--- config.mk ---
export PLATFORM = sky130hd
export DESIGN_NAME = lifo_reverser
export DESIGN_NICKNAME = d
export VERILOG_FILES = /design/src/rtl/lifo_pkg.sv /design/src/rtl/lifo_rev_obuf.sv /design/src/rtl/lifo_reverser.sv
export SDC_FILE = /design/constraint.sdc
export NUM_CORES = 1
export LEC_CHECK = 0
export ABC_AREA = 1
export BUFFER_PORTS_ARGS = -buffer_cell sky130_fd_sc_hd__buf_4
export CAP_MARGIN = 15
export CORE_MARGIN = 2
export CORE_UTILIZATION = 50
export DETAILED_ROUTE_END_ITERATION = 12
export GPL_ROUTABILITY_DRIVEN = 1
export PLACE_DENSITY = 0.87
export SYNTH_ARGS = -nofsm -noshare
export SYNTH_HDL_FRONTEND = slang
export SYNTH_SLANG_ARGS = --single-unit
--- constraint.sdc ---
create_clock -name clk -period 3.3 [get_ports clk]
set_clock_uncertainty 0.2 [all_clocks]
set_input_delay 0.66 -clock clk [delete_from_list [all_inputs] [get_ports clk]]
set_output_delay 0.66 -clock clk [all_outputs]
set_load 0.01 [all_outputs]
--- src/rtl/lifo_pkg.sv ---
// Shared types and constants for the LIFO stream reverser.
package lifo_pkg;

    localparam int unsigned DATA_W = 16;
    localparam int unsigned DEPTH  = 16;

    typedef logic [DATA_W-1:0] word_t;

    typedef enum logic {
        FILL,
        DRAIN
    } rev_state_t;

endpackage

--- src/rtl/lifo_rev_obuf.sv ---
// Two-entry registered FIFO carrying {last, data} on the reverser output.
module lifo_rev_obuf #(
    parameter int unsigned DATA_W = 16
) (
    input  logic              clk,
    input  logic              rst,
    input  logic              in_valid,
    input  logic [DATA_W-1:0] in_data,
    input  logic              in_last,
    output logic              out_valid,
    input  logic              out_ready,
    output logic [DATA_W-1:0] out_data,
    output logic              out_last,
    output logic [1:0]        count
);

    logic [DATA_W:0] mem_q [2];
    logic            wr_ptr_q;
    logic            rd_ptr_q;
    logic [1:0]      count_q;
    logic            wr;
    logic            rd;

    // The producer only writes when it has reserved room, so no in_ready is needed.
    assign wr = in_valid;
    assign rd = out_valid && out_ready;

    always_ff @(posedge clk) begin
        if (rst) begin
            for (int i = 0; i < 2; i++) begin
                mem_q[i] <= '0;
            end
            wr_ptr_q <= 1'b0;
            rd_ptr_q <= 1'b0;
            count_q  <= 2'd0;
        end else begin
            if (wr) begin
                mem_q[wr_ptr_q] <= {in_last, in_data};
                wr_ptr_q        <= ~wr_ptr_q;
            end
            if (rd) begin
                rd_ptr_q <= ~rd_ptr_q;
            end
            count_q <= count_q + {1'b0, wr} - {1'b0, rd};
        end
    end

    assign out_valid             = (count_q != 2'd0);
    assign {out_last, out_data}  = mem_q[rd_ptr_q];
    assign count                 = count_q;

endmodule

--- src/rtl/lifo_reverser.sv ---
// Stream reverser: pushes a frame (or DEPTH-word segment) into the LIFO, then pops it back out.
module lifo_reverser #(
    parameter int unsigned DATA_W = 16,
    parameter int unsigned DEPTH  = 16,
    parameter int unsigned CNT_W  = 5
) (
    input  logic              clk,
    input  logic              rst,
    input  logic              s_valid,
    output logic              s_ready,
    input  logic [DATA_W-1:0] s_data,
    input  logic              s_last,
    output logic              m_valid,
    input  logic              m_ready,
    output logic [DATA_W-1:0] m_data,
    output logic              m_last,
    output logic              lf_push,
    output logic              lf_pop,
    output logic [DATA_W-1:0] lf_data_in,
    input  logic [DATA_W-1:0] lf_data_out,
    input  logic              lf_full,
    input  logic              lf_empty,
    output logic              busy,
    output logic              err_split
);

    import lifo_pkg::rev_state_t;
    import lifo_pkg::FILL;
    import lifo_pkg::DRAIN;

    localparam logic [CNT_W-1:0] CntDepth = CNT_W'(DEPTH);
    localparam logic [CNT_W-1:0] CntLast  = CNT_W'(DEPTH - 1);
    localparam logic [CNT_W-1:0] CntOne   = CNT_W'(1);

    rev_state_t       state_q, state_d;
    logic [CNT_W-1:0] cnt_q, cnt_d;
    logic             inflight_q;
    logic             pop_last_q, pop_last_d;
    logic [1:0]       occ;
    logic             hs;
    logic [2:0]       lvl;

    assign hs         = m_valid && m_ready;
    assign lf_data_in = s_data;
    assign busy       = (state_q == DRAIN);

    // Buffer level after this cycle's handshake, counting the pop still in flight.
    assign lvl = {1'b0, occ} + {2'b00, inflight_q} - {2'b00, hs};

    always_comb begin
        state_d    = state_q;
        cnt_d      = cnt_q;
        pop_last_d = pop_last_q;
        s_ready    = 1'b0;
        lf_push    = 1'b0;
        lf_pop     = 1'b0;
        err_split  = 1'b0;
        case (state_q)
            FILL: begin
                s_ready = !rst && (cnt_q < CntDepth);
                if (s_valid && s_ready) begin
                    lf_push   = 1'b1;
                    cnt_d     = cnt_q + CntOne;
                    err_split = (cnt_q == CntLast) && !s_last;
                    if (s_last || (cnt_q == CntLast)) begin
                        state_d = DRAIN;
                    end
                end
            end
            DRAIN: begin
                if ((cnt_q != '0) && (lvl < 3'd2)) begin
                    lf_pop     = 1'b1;
                    cnt_d      = cnt_q - CntOne;
                    pop_last_d = (cnt_q == CntOne);
                end
                if ((cnt_q == '0) && !inflight_q && ((occ == 2'd0) || ((occ == 2'd1) && hs))) begin
                    state_d = FILL;
                end
            end
            default: state_d = FILL;
        endcase
    end

    always_ff @(posedge clk) begin
        if (rst) begin
            state_q    <= FILL;
            cnt_q      <= '0;
            inflight_q <= 1'b0;
            pop_last_q <= 1'b0;
        end else begin
            state_q    <= state_d;
            cnt_q      <= cnt_d;
            inflight_q <= lf_pop;
            pop_last_q <= pop_last_d;
        end
    end

    lifo_rev_obuf #(
        .DATA_W (DATA_W)
    ) u_obuf (
        .clk       (clk),
        .rst       (rst),
        .in_valid  (inflight_q),
        .in_data   (lf_data_out),
        .in_last   (pop_last_q),
        .out_valid (m_valid),
        .out_ready (m_ready),
        .out_data  (m_data),
        .out_last  (m_last),
        .count     (occ)
    );

    a_no_push_pop: assert property (@(posedge clk) disable iff (rst) !(lf_push && lf_pop));
    a_no_push_full: assert property (@(posedge clk) disable iff (rst) !(lf_push && lf_full));
    a_drain_no_ready: assert property (@(posedge clk) disable iff (rst) busy |-> !s_ready);
    a_empty_after_last_pop: assert property (@(posedge clk) disable iff (rst)
        (inflight_q && (cnt_q == '0)) |-> lf_empty);

endmodule

=== Word-level counts from Yosys, hierarchy flattened ===
Memory sizes are Yosys's and may differ from the RTL's. A register that Yosys moved wholly into a read port is not among the register bits.
Cells that the tools add are included.

* Bits of input ports: 39
* Logic and storage cells: 68
* Memories kept: 1
* Output and inout port bits: 39
* Bits in writable memories: 34
* Flip-flop bits (word level): 12

* Bitwise gates (word level): 3
* $lt $le $gt $ge: 2
* Reductions and logical operators: 20
* Multiplexer cells: 24
* Add/sub/neg operators: 6
* Equal/unequal tests: 5

{| class="wikitable"
|+ Memories
! memory !! depth !! width !! rd ports !! clocked after memory_dff !! write ports !! line !! text
|-
| u_obuf.mem_q || 2 || 17 || 1 || 1 || 2 || lifo_rev_obuf.sv:17 || <nowiki>logic [DATA_W:0] mem_q [2];</nowiki>
|}

{| class="wikitable"
|+ Operators with widths
! kind !! count
|-
| $mux 1 || 19
|-
| $mux 17 || 1
|-
| $reduce_or 17->1 || 1
|-
| $mux 5 || 2
|-
| $pmux 5 s2 || 1
|-
| $logic_and 1x1->1 || 8
|-
| $add 5x1->5 const B || 1
|-
| $eq 5x1->1 const B || 1
|-
| $eq 5x4->1 const B || 1
|-
| $logic_not 5->1 || 1
|-
| $lt 5x5->1 const B || 1
|-
| $reduce_bool 5->1 || 1
|-
| $sub 5x1->5 const B || 1
|-
| $reduce_and 2->1 || 2
|-
| $add 2x1->3 || 1
|-
| $logic_not 1->1 || 3
|-
| $lt 3x2->1 const B || 1
|-
| $not 1->1 || 3
|-
| $sub 3x1->3 || 1
|-
| $add 2x1->2 || 1
|-
| $eq 2x1->1 const B || 1
|-
| $logic_not 2->1 || 1
|-
| $logic_or 1x1->1 || 2
|-
| $ne 2x1->1 const B || 1
|-
| other kinds (4) || 4
|}

=== Longest topological paths before layout ===
* Depth after elaboration: 7
* Depth in mapped cells: 16

=== Cells and area by module ===
From an unflattened synthesis, not the netlist that was laid out.

* Cell total of the unflattened synthesis: 253
* Area total of the unflattened synthesis: 2,517.4 um^2

{| class="wikitable"
|+ Modules (own cells, without submodules)
! module !! seq. area each (um^2) !! instances !! cells an instance !! area each (um^2)
|-
| lifo_rev_obuf || 1,121.1 || 1 || 144 || 1,744.2
|-
| lifo_reverser || 160.2 || 1 || 109 || 773.2
|}

=== Worst setup path after synthesis ===
Ideal clock, no wire load.

* Path kind: input port to output port
* Start point: in m_ready
* End point: out lf_pop
* Data arrival time: 2.098 ns
* Slack: 0.342 ns
* Stages on the path: 11
* Data required time: 2.440 ns
* Path buffers: 0
* Path through: nand2_1 > inv_1 > ha_1 > inv_1 > ha_1 > fa_1 > nand2_1 > inv_1 > nor2_1 > nand3_4 > inv_1

* Cells in the longest elaborated chain, start to end: 6

{| class="wikitable"
|+ Ends and longest elaborated chain
! item !! line !! text
|-
| from (decl) || lifo_reverser.sv:14 || <nowiki>input logic m_ready,</nowiki>
|-
| $logic_and 1x1->1 || lifo_reverser.sv:43 || <nowiki>assign hs = m_valid && m_ready;</nowiki>
|-
| net hs || lifo_reverser.sv:40 || <nowiki>logic hs;</nowiki>
|-
| $sub 3x1->3 || lifo_reverser.sv:48 || <nowiki>assign lvl = {1'b0, occ} + {2'b00, inflight_q} - {2'b00, hs};</nowiki>
|-
| $lt 3x2->1 || lifo_reverser.sv:71 || <nowiki>if ((cnt_q != '0) && (lvl < 3'd2)) begin</nowiki>
|-
| $logic_and 1x1->1 || lifo_reverser.sv:71 ||
|-
| $mux 1 || lifo_reverser.sv:71 ||
|-
| $mux 1 || lifo_reverser.sv:58 || <nowiki>case (state_q)</nowiki>
|-
| to (decl) || lifo_reverser.sv:18 || <nowiki>output logic lf_pop,</nowiki>
|}

The timed path passes the listed nets, and every way through them passes these cells.

=== Final worst setup path ===
* Start point: reg u_obuf.count_q[1] (netlist: u_obuf.count[1])
* End point: out lf_pop

* Cells in the longest elaborated chain, start to end: 7

{| class="wikitable"
|+ Ends and longest elaborated chain
! item !! line !! text
|-
| from (decl) || lifo_rev_obuf.sv:20 || <nowiki>logic [1:0] count_q;</nowiki>
|-
| from (signal assigned) || lifo_rev_obuf.sv:44 || <nowiki>count_q <= count_q + {1'b0, wr} - {1'b0, rd};</nowiki>
|-
| $reduce_bool 2->1 || lifo_rev_obuf.sv:48 || <nowiki>assign out_valid = (count_q != 2'd0);</nowiki>
|-
| $logic_and 1x1->1 || lifo_reverser.sv:43 ||
|-
| net hs || lifo_reverser.sv:40 ||
|-
| $sub 3x1->3 || lifo_reverser.sv:48 ||
|-
| net lvl[1] || lifo_reverser.sv:41 || <nowiki>logic [2:0] lvl;</nowiki>
|-
| $lt 3x2->1 || lifo_reverser.sv:71 ||
|-
| $logic_and 1x1->1 || lifo_reverser.sv:71 ||
|-
| $mux 1 || lifo_reverser.sv:71 ||
|-
| $mux 1 || lifo_reverser.sv:58 ||
|}

The timed path passes the listed nets, and every way through them passes these cells.

==> results.md <==
* Max VDD drop at 0.000433 V
* Required time worst endpoint at 2.44 ns
* Core area at 4630 um^2
* Critical R2R Capture: cnt_q[4]
* Via count at 1,592
* Nets@finish at 308
* Register-to-register setup slack at 0.73 ns
* Worst setup path endpoint: lf_pop
* Status: finished, final reports clean
* DIE HEIGHT at 72.7 um
* TNS Setup at 0 ns
* Avg Cell Area, Syn at 10.3 um^2
* Row count at 25
* Mapped Area at 2360 um^2
* Post-synth EDFFs at 34
* Drt drc at 0
* Max_cap viols at 0
* Final setup viols at 0
* Crit-path max FO at 4
* Lkg Pwr at 1.27 nW
* Fill count at 394
* Placed inst area at 2610 um^2
* Remaining Overflow, GRT at 0
* Count of buffers from port buffering at 43
* TritonCTS Sinks at 47
* Root Driver: clkbuf_8
* Initial Utilization at 51.0%
* Vias in the first global route at 1,498
* Combinational family with the most area after synthesis: simple AND/OR/NAND/NOR gates
* Routability cong. at 0.835
* Syn Inst Count at 230
* Synth area leaders: edfxtp_1, dfxtp_1, mux2_2
* CTS H-tree lvls at 2
* Leading area contributor after synthesis: edfxtp_1
* Crit path DAT at 2.29 ns
* Synth top cells by count: nor2_1, edfxtp_1, inv_1
* Synthesis Warnings at 0
* Startpoint types: flop
* Post-synthesis net count at 277
* Fmax at 317 MHz
* DRT Pass-1 Iters at 4
* Register clock-pin slew on the reported worst setup and hold paths at 0.09 ns
* TritonCTS clock tree: built
* WL/cell at 13.3 um
* Fraction of the mapped netlist area in simple logic gates at 16.1%
* Skew-Pair Late Insertion Delay at 0.30 ns
* Asr flop ratio synth at 0%
* Initial antenna violation count at 0
* Final hold vios at 0
* Netlist cell types at 28
* Launch point of the worst path: u_obuf.count[1]
* Storage cell area at 1280 um^2
* Period utilization at 95.5%
* Largest net degree at the start of global routing at 20
* Slew @ Worst Pin at 0.760 ns
* Adder-cell share of the synthesized area at 4.56%
* Hold path startpoint: u_obuf.rd_ptr_q
* Most used DFF post-synth: edfxtp_1
* Max-Slew Margin vs Limit at 49.3%
* Reg2Reg Depth at 14
* Cell Pwr Density at 597 nW/um^2
* Pwr Total at 0.00164 W
* Reg-to-reg critical path startpoint: u_obuf.count[1]
* FF+latch count, synth at 47
* Layout cells sized above 1 at 33.6%
* Die W at 72.7 um
* Vias per inst at 5.04
* CTS Buf Count at 5
* Compound-Gate Fraction of Synth Area at 3.44%
* Slew Limit Fails at 0
* Remaining antenna violation count after routing at 0
* Final period demand of the worst path at 3.15 ns
* Starting DRT DRC Count at 125
* Final Instance Area at 2740 um^2
* Final WL at 4220 um
* First-pass GRT wire length at 6450 um
* Multiplexer share of the synthesized area at 8.10%
* Die area at 5290 um^2
* Bufs on Longest Clock Path at 2
* Area Growth Syn to Fin at 16.0%
* Sequential cell area fraction in the yosys report at 54.2%
* Unrepaired setup endpoints after global routing: no
* Multi-input combinational cell area at 792 um^2
* Synth top area share at 43.2%
* # IOs at 78
* Post-Synth XOR/XNOR Area at 1.11%
* Tightest Hold Check Type: flop to flop
* Total global-route track usage at 16.1%
* Crit. End Element: output pin
* Post-DP HPWL at 2920 um
* N_diodes at 0
* Crit Path Class: flop to output pin
* Leading cell type by number of instances after synthesis: nor2_1
==> how the worst min path moves through the flow <==
stage               depth (start not counted)  slack (ns)         endpoint
finish                                      1        0.25  u_obuf.rd_ptr_q
global route                                1        0.28  u_obuf.rd_ptr_q
CTS                                         1        0.25  u_obuf.rd_ptr_q
detailed placement                          1        0.24  u_obuf.rd_ptr_q
global placement                            1        0.24  u_obuf.rd_ptr_q
floorplan                                   1        0.23             flop
==> registers in the layout (all words and copies together), names as in the netlist, named ones only <==
name	flops
busy	1
cnt_q	5
inflight_q	1
pop_last_q	1
u_obuf.count	2
u_obuf.mem_q	34
u_obuf.rd_ptr_q	1
u_obuf.wr_ptr_q	1
==> per-layer routing <==
metal	GRT usage, %	up-vias	routed length [um]
met5	0	-	0
met4	4.73	0	32
met3	4.70	7	261
met2	28.8	54	2210
met1	18.7	744	1710
li1	-	787	-
==> through the flow <==
step           cells  hold slack, ns  utilization, %  setup WS [ns]
3_5_place_dp     307           0.242            56.3          0.129
3_3_place_gp     307           0.237            56.3          0.185
6_report         316           0.254            59.2          0.147
2_1_floorplan    230           0.225               -          0.342
5_1_grt          316           0.275            59.2        0.00681
4_1_cts          315           0.253            58.9         0.0550
==> area by class of cell <==
class                           count  share of cell area [%]
Clock buffer                        6                    3.01
Clock inverter                      2                    1.42
Inverter                           35                    4.79
Multi-Input combinational cell    126                    28.9
Sequential cell                    47                    46.8
Tap cell                           54                    2.47
Timing Repair Buffer               46                    12.6
==> report_power, final <==
| part | switching, W | internal (W) |
|---|---|---|
| clock network | 0.000199 | 0.000249 |
| logic | 0.000218 | 0.000242 |
| registers | 0.0000542 | 0.000676 |
==> critical path, cell delays in order, from the launching register on <==
cell	delay, ns
dfxtp_2	0.34
inv_2	0.08
nand2_1	0.07
nand2_1	0.06
inv_1	0.07
ha_1	0.27
inv_1	0.04
ha_1	0.19
fa_2	0.58
nor2_4	0.05
nand3_4	0.07
inv_1	0.04
buf_4	0.13
==> cells in the final DEF, fill, tap and decap left out <==
cell type,n
xnor2_1,1
fa_2,1
edfxtp_1,34
nor2_4,1
o21ai_0,5
ha_1,7
a21oi_1,7
bufinv_16,1
nor2_2,2
nand4_1,2
buf_4,46
inv_6,1
nand2_2,2
nand3_4,1
nand2_1,20
inv_2,4
o211ai_1,1
inv_1,31
nor2_1,44
dfxtp_1,12
nand2_4,1
nor3_2,1
xor2_1,2
mux2_2,17
o21ai_1,1
clkbuf_8,6
a21oi_2,1
nand3_2,2
dfxtp_2,1
nand3_1,7
==> cell families (layout without fill, tap and decap cells) <==
family	Yosys count	after routing
AND/OR/NAND/NOR	83	83
buffers and inverters	57	89
flip-flops	47	47
multiplexers	17	17
AO/OA/AOI/OAI	15	15
adder cells (fa/ha/maj)	8	8
XOR/XNOR	3	3
==> repair_timing <==
item	in CTS	in global routing
setup buffers	0	1
endpoints found under the setup margin	0	1
hold buffers	0	0
resized for setup	0	4
(Power assumes the default switching activity.)
